===== src/rtl/step_pulse_monitor.sv =====
// Step/dir receive monitor: synchronises step_in/dir_in, tracks signed position, measures step period,
// and flags a stalled pulse train. Optional glitch filter on the synced step: define STEP_FILTER_EN.
module step_pulse_monitor #(
   parameter int unsigned SIZE        = 16,
   parameter int unsigned POS_W       = 32,
   parameter int unsigned SYNC_STAGES = 2,
   parameter int unsigned FILT_LEN    = 3
) (
   input  logic             clk,
   input  logic             rst_n,
   input  logic             enable,
   input  logic             step_in,
   input  logic             dir_in,
   input  logic             clr_pos,
   input  logic [SIZE:0]    timeout_lim,
   output logic [POS_W-1:0] position,
   output logic [SIZE:0]    period,
   output logic             period_valid,
   output logic             step_det,
   output logic             timeout,
   output logic             overrun
);

   localparam int unsigned CW = SIZE + 1;
   localparam logic [CW-1:0] CNT_MAX = '1;

   typedef enum logic [1:0] {
      IDLE    = 2'd0,
      MEASURE = 2'd1,
      TIMEOUT = 2'd2
   } state_t;

   if (SYNC_STAGES < 2 || FILT_LEN < 1) begin : g_param_check
      $error("step_pulse_monitor: SYNC_STAGES must be >= 2 and FILT_LEN >= 1");
   end

   logic [SYNC_STAGES-1:0] step_sync;
   logic [SYNC_STAGES-1:0] dir_sync;
   logic                   step_lvl;
   logic                   dir_lvl;
   logic                   step_q;
   logic                   dir_q;
   logic                   step_prev;
   logic                   dir_det;
   logic                   edge_hit;
   logic [CW-1:0]          cnt;
   logic [POS_W-1:0]       pos_next;
   logic                   load_period;
   logic                   pv_next;
   state_t                 state_q;
   state_t                 state_d;

   always_ff @(posedge clk or negedge rst_n) begin
      if (!rst_n) begin
         step_sync <= '0;
         dir_sync  <= '0;
      end else begin
         step_sync[0] <= step_in;
         dir_sync[0]  <= dir_in;
         for (int unsigned i = 1; i < SYNC_STAGES; i++) begin
            step_sync[i] <= step_sync[i-1];
            dir_sync[i]  <= dir_sync[i-1];
         end
      end
   end

   assign step_lvl = step_sync[SYNC_STAGES-1];
   assign dir_lvl  = dir_sync[SYNC_STAGES-1];

`ifdef STEP_FILTER_EN
   localparam int unsigned FCW = $clog2(FILT_LEN + 1);

   logic [FCW-1:0]      filt_cnt;
   logic                step_filt;
   logic [FILT_LEN-1:0] dir_dly;

   // Level only follows the synced input after FILT_LEN consecutive differing samples;
   // dir rides a matching delay line so it stays aligned with the filtered step.
   always_ff @(posedge clk or negedge rst_n) begin
      if (!rst_n) begin
         filt_cnt  <= '0;
         step_filt <= 1'b0;
         dir_dly   <= '0;
      end else begin
         if (step_lvl != step_filt) begin
            if (filt_cnt == FCW'(FILT_LEN - 1)) begin
               step_filt <= step_lvl;
               filt_cnt  <= '0;
            end else begin
               filt_cnt <= filt_cnt + 1'b1;
            end
         end else begin
            filt_cnt <= '0;
         end
         dir_dly[0] <= dir_lvl;
         for (int unsigned i = 1; i < FILT_LEN; i++) begin
            dir_dly[i] <= dir_dly[i-1];
         end
      end
   end

   assign step_q = step_filt;
   assign dir_q  = dir_dly[FILT_LEN-1];
`else
   assign step_q = step_lvl;
   assign dir_q  = dir_lvl;
`endif

   assign edge_hit = enable & step_q & ~step_prev;

   always_comb begin
      pos_next = clr_pos ? '0 : position;
      if (step_det) begin
         pos_next = dir_det ? pos_next + POS_W'(1) : pos_next - POS_W'(1);
      end
   end

   always_comb begin
      state_d     = state_q;
      load_period = 1'b0;
      pv_next     = 1'b0;
      if (!enable) begin
         state_d = IDLE;
      end else begin
         case (state_q)
            IDLE: begin
               if (edge_hit) state_d = MEASURE;
            end
            MEASURE: begin
               if (edge_hit) begin
                  load_period = 1'b1;
                  pv_next     = 1'b1;
               end else if (timeout_lim != '0 && cnt >= timeout_lim) begin
                  state_d = TIMEOUT;
               end
            end
            TIMEOUT: begin
               if (edge_hit) state_d = MEASURE;
            end
            default: state_d = IDLE;
         endcase
      end
   end

   assign timeout = (state_q == TIMEOUT);

   // Period/cnt are loaded on the same edge that raises step_det, so period_valid
   // coincides with the step_det that closes the interval.
   always_ff @(posedge clk or negedge rst_n) begin
      if (!rst_n) begin
         state_q      <= IDLE;
         step_prev    <= 1'b0;
         step_det     <= 1'b0;
         dir_det      <= 1'b0;
         cnt          <= '0;
         position     <= '0;
         period       <= '0;
         period_valid <= 1'b0;
         overrun      <= 1'b0;
      end else begin
         state_q      <= state_d;
         step_prev    <= step_q;
         step_det     <= edge_hit;
         dir_det      <= dir_q;
         position     <= pos_next;
         period_valid <= pv_next;
         if (load_period) begin
            period  <= cnt;
            overrun <= (cnt == CNT_MAX);
         end
         if (edge_hit) begin
            cnt <= CW'(1);
         end else if (cnt != CNT_MAX) begin
            cnt <= cnt + 1'b1;
         end
      end
   end

endmodule


===== config.mk =====
export PLATFORM = sky130hd
export DESIGN_NAME = step_pulse_monitor
export DESIGN_NICKNAME = d
export VERILOG_FILES = /design/src/rtl/step_pulse_monitor.sv
export SDC_FILE = /design/constraint.sdc
export NUM_CORES = 1
export LEC_CHECK = 0
export ABC_CLOCK_PERIOD_IN_PS = 3100
export CAP_MARGIN = 25
export CORE_MARGIN = 4
export CORE_UTILIZATION = 35
export CTS_CLUSTER_DIAMETER = 60
export DETAILED_ROUTE_END_ITERATION = 7
export GPL_ROUTABILITY_DRIVEN = 1
export PLACE_DENSITY = 0.58
export SLEW_MARGIN = 40
export SYNTH_ARGS = -nofsm -noshare
export SYNTH_HDL_FRONTEND = slang
export SYNTH_SLANG_ARGS = --single-unit

===== constraint.sdc =====
create_clock -name clk -period 3.1 [get_ports clk]
set_input_delay 0.62 -clock clk [delete_from_list [all_inputs] [get_ports clk]]
set_output_delay 0.62 -clock clk [all_outputs]
set_load 0.005 [all_outputs]

# ---- After elaboration in Yosys (flattened, before gate mapping)
# Index checks and enable logic that the tools add are counted.
dict set report word_totals {
  output_inout_bits 53
  wordCells 44
  inputBits 23
  register_bits 77
}
dict set report classes {
  n_reduce_logical 6
  n_addsub 3
  n_lt_le_gt_ge 1
  bitwise_logic 3
  muxes 13
  eq_ne 7
}
# op n
set op_table {}
lappend op_table {{$mux W32} 3}
lappend op_table {{$mux W17} 2}
lappend op_table {{$add A32 B1 Y32 const B} 1}
lappend op_table {{$sub A32 B1 Y32 const B} 1}
lappend op_table {{$add A17 B1 Y17 const B} 1}
lappend op_table {{$eq A17 B17 Y1 const B} 1}
lappend op_table {{$ge A17 B17 Y1} 1}
lappend op_table {{$ne A17 B17 Y1 const B} 1}
lappend op_table {{$reduce_bool A17 Y1} 1}
lappend op_table {{$mux W2} 4}
lappend op_table {{$ne A3 B3 Y1 const B} 2}
lappend op_table {{$pmux W2 S2} 1}
lappend op_table {{$mux W1} 3}
lappend op_table {{$ne A3 B2 Y1 const B} 1}
lappend op_table {{$reduce_and A3 Y1} 1}
lappend op_table {{$and A1 B1 Y1} 2}
lappend op_table {{$eq A2 B1 Y1 const B} 1}
lappend op_table {{$eq A2 B2 Y1 const B} 1}
lappend op_table {{$logic_not A2 Y1} 1}
lappend op_table {{$reduce_bool A2 Y1} 1}
lappend op_table {{$reduce_or A2 Y1} 1}
lappend op_table {{$logic_and A1 B1 Y1} 1}
lappend op_table {{$not A1 Y1} 1}

# ---- Depth between registers and ports, before layout
dict set report depth {
  depth_word 6
  mapped_depth 15
  depth_no_buf 14
}

# ---- Worst setup path after synthesis
# Ideal clock, no wire load.
dict set report synth_path {
  path_kind {register to register}
  start {register dir_det}
  end {register position[27]}
  t_arrival_ps 3134
  stages_incl_launch_ff 12
  t_required_ps 2975
  path_slack_ps -159
  cell_sequence {dfrtp_1 > inv_1 > ha_1 > buf_6 > a21o_1 > a211o_1 > a2111oi_2 > o311ai_1 > a41oi_2 > o21bai_1 > xor2_1 > mux2_2}
}
dict set report synth_via {
  elab_chain_cells 2
}
# item line_no
set synth_rtl {}
lappend synth_rtl {{from (decl)} 44} ;# logic dir_det;
lappend synth_rtl {{from (signal assigned)} 164} ;# dir_det <= dir_q;
lappend synth_rtl {{$mux W32} 114} ;# pos_next = dir_det ? pos_next + POS_W'(1) : pos_next - POS_W'(1);
lappend synth_rtl {{$mux W32} 113} ;# if (step_det) begin
lappend synth_rtl {{via pos_next[27]} 47} ;# logic [POS_W-1:0] pos_next;
lappend synth_rtl {{to (signal assigned)} 165} ;# position <= pos_next;
lappend synth_rtl {{to (decl)} 16} ;# output logic [POS_W-1:0] position,
# The timed path passes the listed nets, and every way through them passes these cells.
# A chain may end at the register's enable or synchronous reset.

# ---- Worst setup path in the final report
dict set report layout_path {
  start {input port clr_pos}
  end {register position[27]}
}
dict set report layout_via {
  elab_chain_cells 4
  word_cells_on_any_way 5
  classes_between {add/sub (2); mux (3)}
}
# item line_no
set layout_rtl {}
lappend layout_rtl {{from (decl)} 14} ;# input logic clr_pos,
lappend layout_rtl {{$mux W32 (*)} 112} ;# pos_next = clr_pos ? '0 : position;
lappend layout_rtl {{$sub A32 B1 Y32 / $add A32 B1 Y32 (equally long branches)} 114}
lappend layout_rtl {{$mux W32} 114}
lappend layout_rtl {{$mux W32 (*)} 113}
lappend layout_rtl {{via pos_next[27]} 47}
# Mark *: on every way through the listed nets, which the timed path passes. The rest lies on a longest branch.

==> flow_metrics.py <==
metrics = {
    "status": {
        "status": "complete, no violations",
    },
    "drt": {
        "viasPerCell": 5.15,
        "first_pass_iters": 4,
        "drc_errors": 0,
        "wl_per_cell_um": 15.3,
        "drt-total-wl_mm": 14.0,
        "drtIter0Drc": 263,
        "vias": 4704,
        "postRouteAntennaNets": 0,
    },
    "clock_network": {
        "cts_htree_levels": 3,
        "path_clk_slew_ps": 60,
        "cts_tree": "done",
        "ctsHoldBuffers": 0,
        "numCtsBuffers": 9,
        "clock_latency_ps": 350,
        "cts_root_buf": "clkbuf_16",
        "clock_path_buffers": 2,
        "cts.sinks": 77,
    },
    "logic_synthesis": {
        "postSynthCellCount": 558,
        "ys_async_sr_fraction_pct": 100,
        "ys_ff_latch": 77,
        "syn_area_per_cell_um2": 9.55,
        "ys_seq_area_share_pct": 36.1,
        "synth.distinct_cells": 51,
        "syn_area_um2": 5330,
        "synth-simple-area-share_pct": 15.5,
        "synth_xor_area_share_pct": 6.90,
        "synth_adder_area_share_pct": 11.9,
        "yosysWarningCount": 0,
        "synth_top_family_by_area": "compound AO/OA/AOI/OAI gates",
        "yosys_most_used_dff": "dfrtp_1",
        "synth_nets": 631,
        "synth_edf_count": 0,
        "synthMuxAreaShare_pct": 10.0,
        "synth_compound_area_share_pct": 15.7,
    },
    "final_layout": {
        "area_growth_pct": 43.3,
        "layout-drive-gt1-share_pct": 28.8,
        "num_antenna_cells": 0,
        "layout_commonest_cell": "buf_4",
        "fin_area_um2": 7640,
        "layout_common_cells": "buf_4, dfrtp_1, clkdlybuf4s50_1",
        "nets": 798,
        "final_cells": 914,
    },
    "die": {
        "dieArea_um2": 17300,
        "ioPinCount": 76,
        "fp-row-count": 44,
        "die_y_um": 131,
        "die_w_um": 131,
        "core-area_um2": 14800,
        "initial_core_util_pct": 36.1,
    },
    "setup_path": {
        "cp-start-kind": "primary input",
        "arrival_ps": 3240,
        "reg2reg_to": "position[27]",
        "reg2reg_slack_ps": 160,
        "critPathCaptureType": "register",
        "crit_fanout": 7,
        "timing.rr.start": "dir_det",
        "critPathRequiredTime_ps": 3330,
        "reg2reg_depth": 11,
        "path_class": "primary input to register",
    },
    "timing": {
        "finalCriticalPeriod_ps": 3010,
        "hold_viol": 0,
        "fin_skew_ps": 10.1,
        "slew_headroom_pct": 61.0,
        "setup_violations": 0,
        "tightestPinTransition_ps": 579,
        "fmax_mhz": 333,
        "timing.setup.tns_ps": 0,
        "period_share_pct": 97.0,
        "layout_setup_ws_ps": 94.0,
        "slew_violations": 0,
        "rsz0062_at_grt": "yes",
    },
    "placed_design": {
        "place_inst": 892,
        "dp_hpwl_mm": 10.2,
        "io_buffers": 75,
        "placed_area_um2": 7020,
        "gp_congestion": 0.873,
        "place_ws_ps": -629,
    },
    "pwr": {
        "switching_share_pct": 29.7,
        "power.density_nw_per_um2": 426,
        "power_leakage_nw": 3.73,
        "seq_power_share_pct": 36.8,
        "p_int_mw": 2.29,
        "net-switching-power_uw": 969,
        "comb_power_share_pct": 28.7,
        "ir_worst_vdd_mv": 0.260,
        "total_power_mw": 3.26,
        "p_clk_share_pct": 34.6,
    },
    "global_routing": {
        "grt_max_degree": 78,
        "grtUsageTotal_pct": 16.3,
        "grt_pass1_wl_mm": 23.7,
        "grt-ovfl-total": 0,
        "grt_pass1_vias": 4993,
        "antenna_found_initial": 0,
    },
    "job": {
        "max_cap_violations": 0,
    },
    "hold_path": {
        "hold_class": "primary input to asynchronous set/reset pin",
    },
}
[registers in the layout, indices dropped and copies added (netlist names), 2 cells and up]
name	count
position	32
cnt	17
period	17
dir_sync	2
state_q	2
step_sync	2
[kinds of logic (layout without fill, tap and decap cells)]
| group | Yosys count | after routing |
|---|---|---|
| AO/OA/AOI/OAI | 128 | 128 |
| AND/OR/NAND/NOR | 161 | 161 |
| adder cells (fa/ha/maj) | 50 | 50 |
| buffers and inverters | 52 | 224 |
| multiplexers | 48 | 48 |
| flip-flops | 77 | 77 |
| XOR/XNOR | 42 | 42 |
[layout make-up]
| type | instances | area, um^2 |
|---|---|---|
| fill | 1332 | 7110 |
| inverter | 29 | 113 |
| clock buffer | 9 | 225 |
| clock inverter | 7 | 85.1 |
| sequential | 77 | 1930 |
| multi-input combinational | 429 | 3460 |
| tap | 184 | 230 |
| timing repair buffer | 179 | 1610 |
[worst max-delay path by stage]
| stage | startpoint | endpoint | slack, ps | cells after the start |
|---|---|---|---|---|
| 3_3_place_gp | clr_pos | position[27] | -600 | 13 |
| 4_1_cts | clr_pos | position[27] | 40 | 13 |
| 2_1_floorplan | dir_det | position[27] | 0.4 | 11 |
| 6_report | clr_pos | position[27] | 90 | 12 |
| 3_5_place_dp | clr_pos | position[27] | -630 | 13 |
| 5_1_grt | clr_pos | position[27] | 8 | 13 |
[worst max-delay path, cell delays in order]
cell and delay, ps:
clkdlybuf4s15_2 230, buf_12 160, nor2b_2 170, ha_4 230, and3_1 190, a221o_1 380, o211ai_1 330, o311ai_4 210
a41oi_4 200, o21bai_1 100, xor2_1 140, mux2_2 260
[power groups by stage]
stage / Clock (mW) / Combinational (mW) / Sequential, mW
floorplan: 0 / 0.434 / 1.21
global placement: 0 / 0.862 / 1.22
detailed placement: 0 / 0.882 / 1.22
CTS: 1.16 / 0.910 / 1.20
global route: 1.20 / 1.03 / 1.22
finish: 1.13 / 0.934 / 1.20
[routing by layer]
metal  vias up  track usage [%]  part of all wire, %
met3        10             3.36                  3.6
met4         0             5.19                  1.3
met5         -                0                    0
met1      2273             20.3                   46
met2        88             28.4                   49
li1       2333                -                    -
[per-stage QoR]
step                      utilization [%]  hold slack (ps)
after floorplan                         -              324
after global placement               47.6              335
after detailed placement             47.6              335
after CTS                            50.4              311
after global routing                 51.8              333
final                                51.8              267
[synthesized netlist by cell type, drive strengths merged (3+ instances only)]
master   number  area, um^2
dfrtp        77        1930
ha           49         613
mux2         44         495
a21oi        41         205
nor2b        37         231
nand2        34         128
nor2         32         120
inv          28         105
xnor2        22         193
a21o         21         158
clkbuf       21        78.8
o21ai        21         105
xor2         20         175
nand3        14        70.1
and3         10        62.6
a31oi         9        56.3
nand4         7        43.8
and2          5        31.3
nor3          5        25.0
o211ai        5        37.5
mux2i         4        40.0
nand2b        4        25.0
nor4          4        25.0
o21a          4        30.0
o21bai        4        30.0
or3           4        25.0
a2111oi       3        38.8
a211o         3        26.3
[what timing repair did]
action                                  4_1_cts  5_1_grt
pin swaps                                     8       21
setup buffers                                 5        1
resized for setup                            10       39
cloned                                        1        0
endpoints found under the setup margin       17       15
Power figures use the tool's default switching activity.
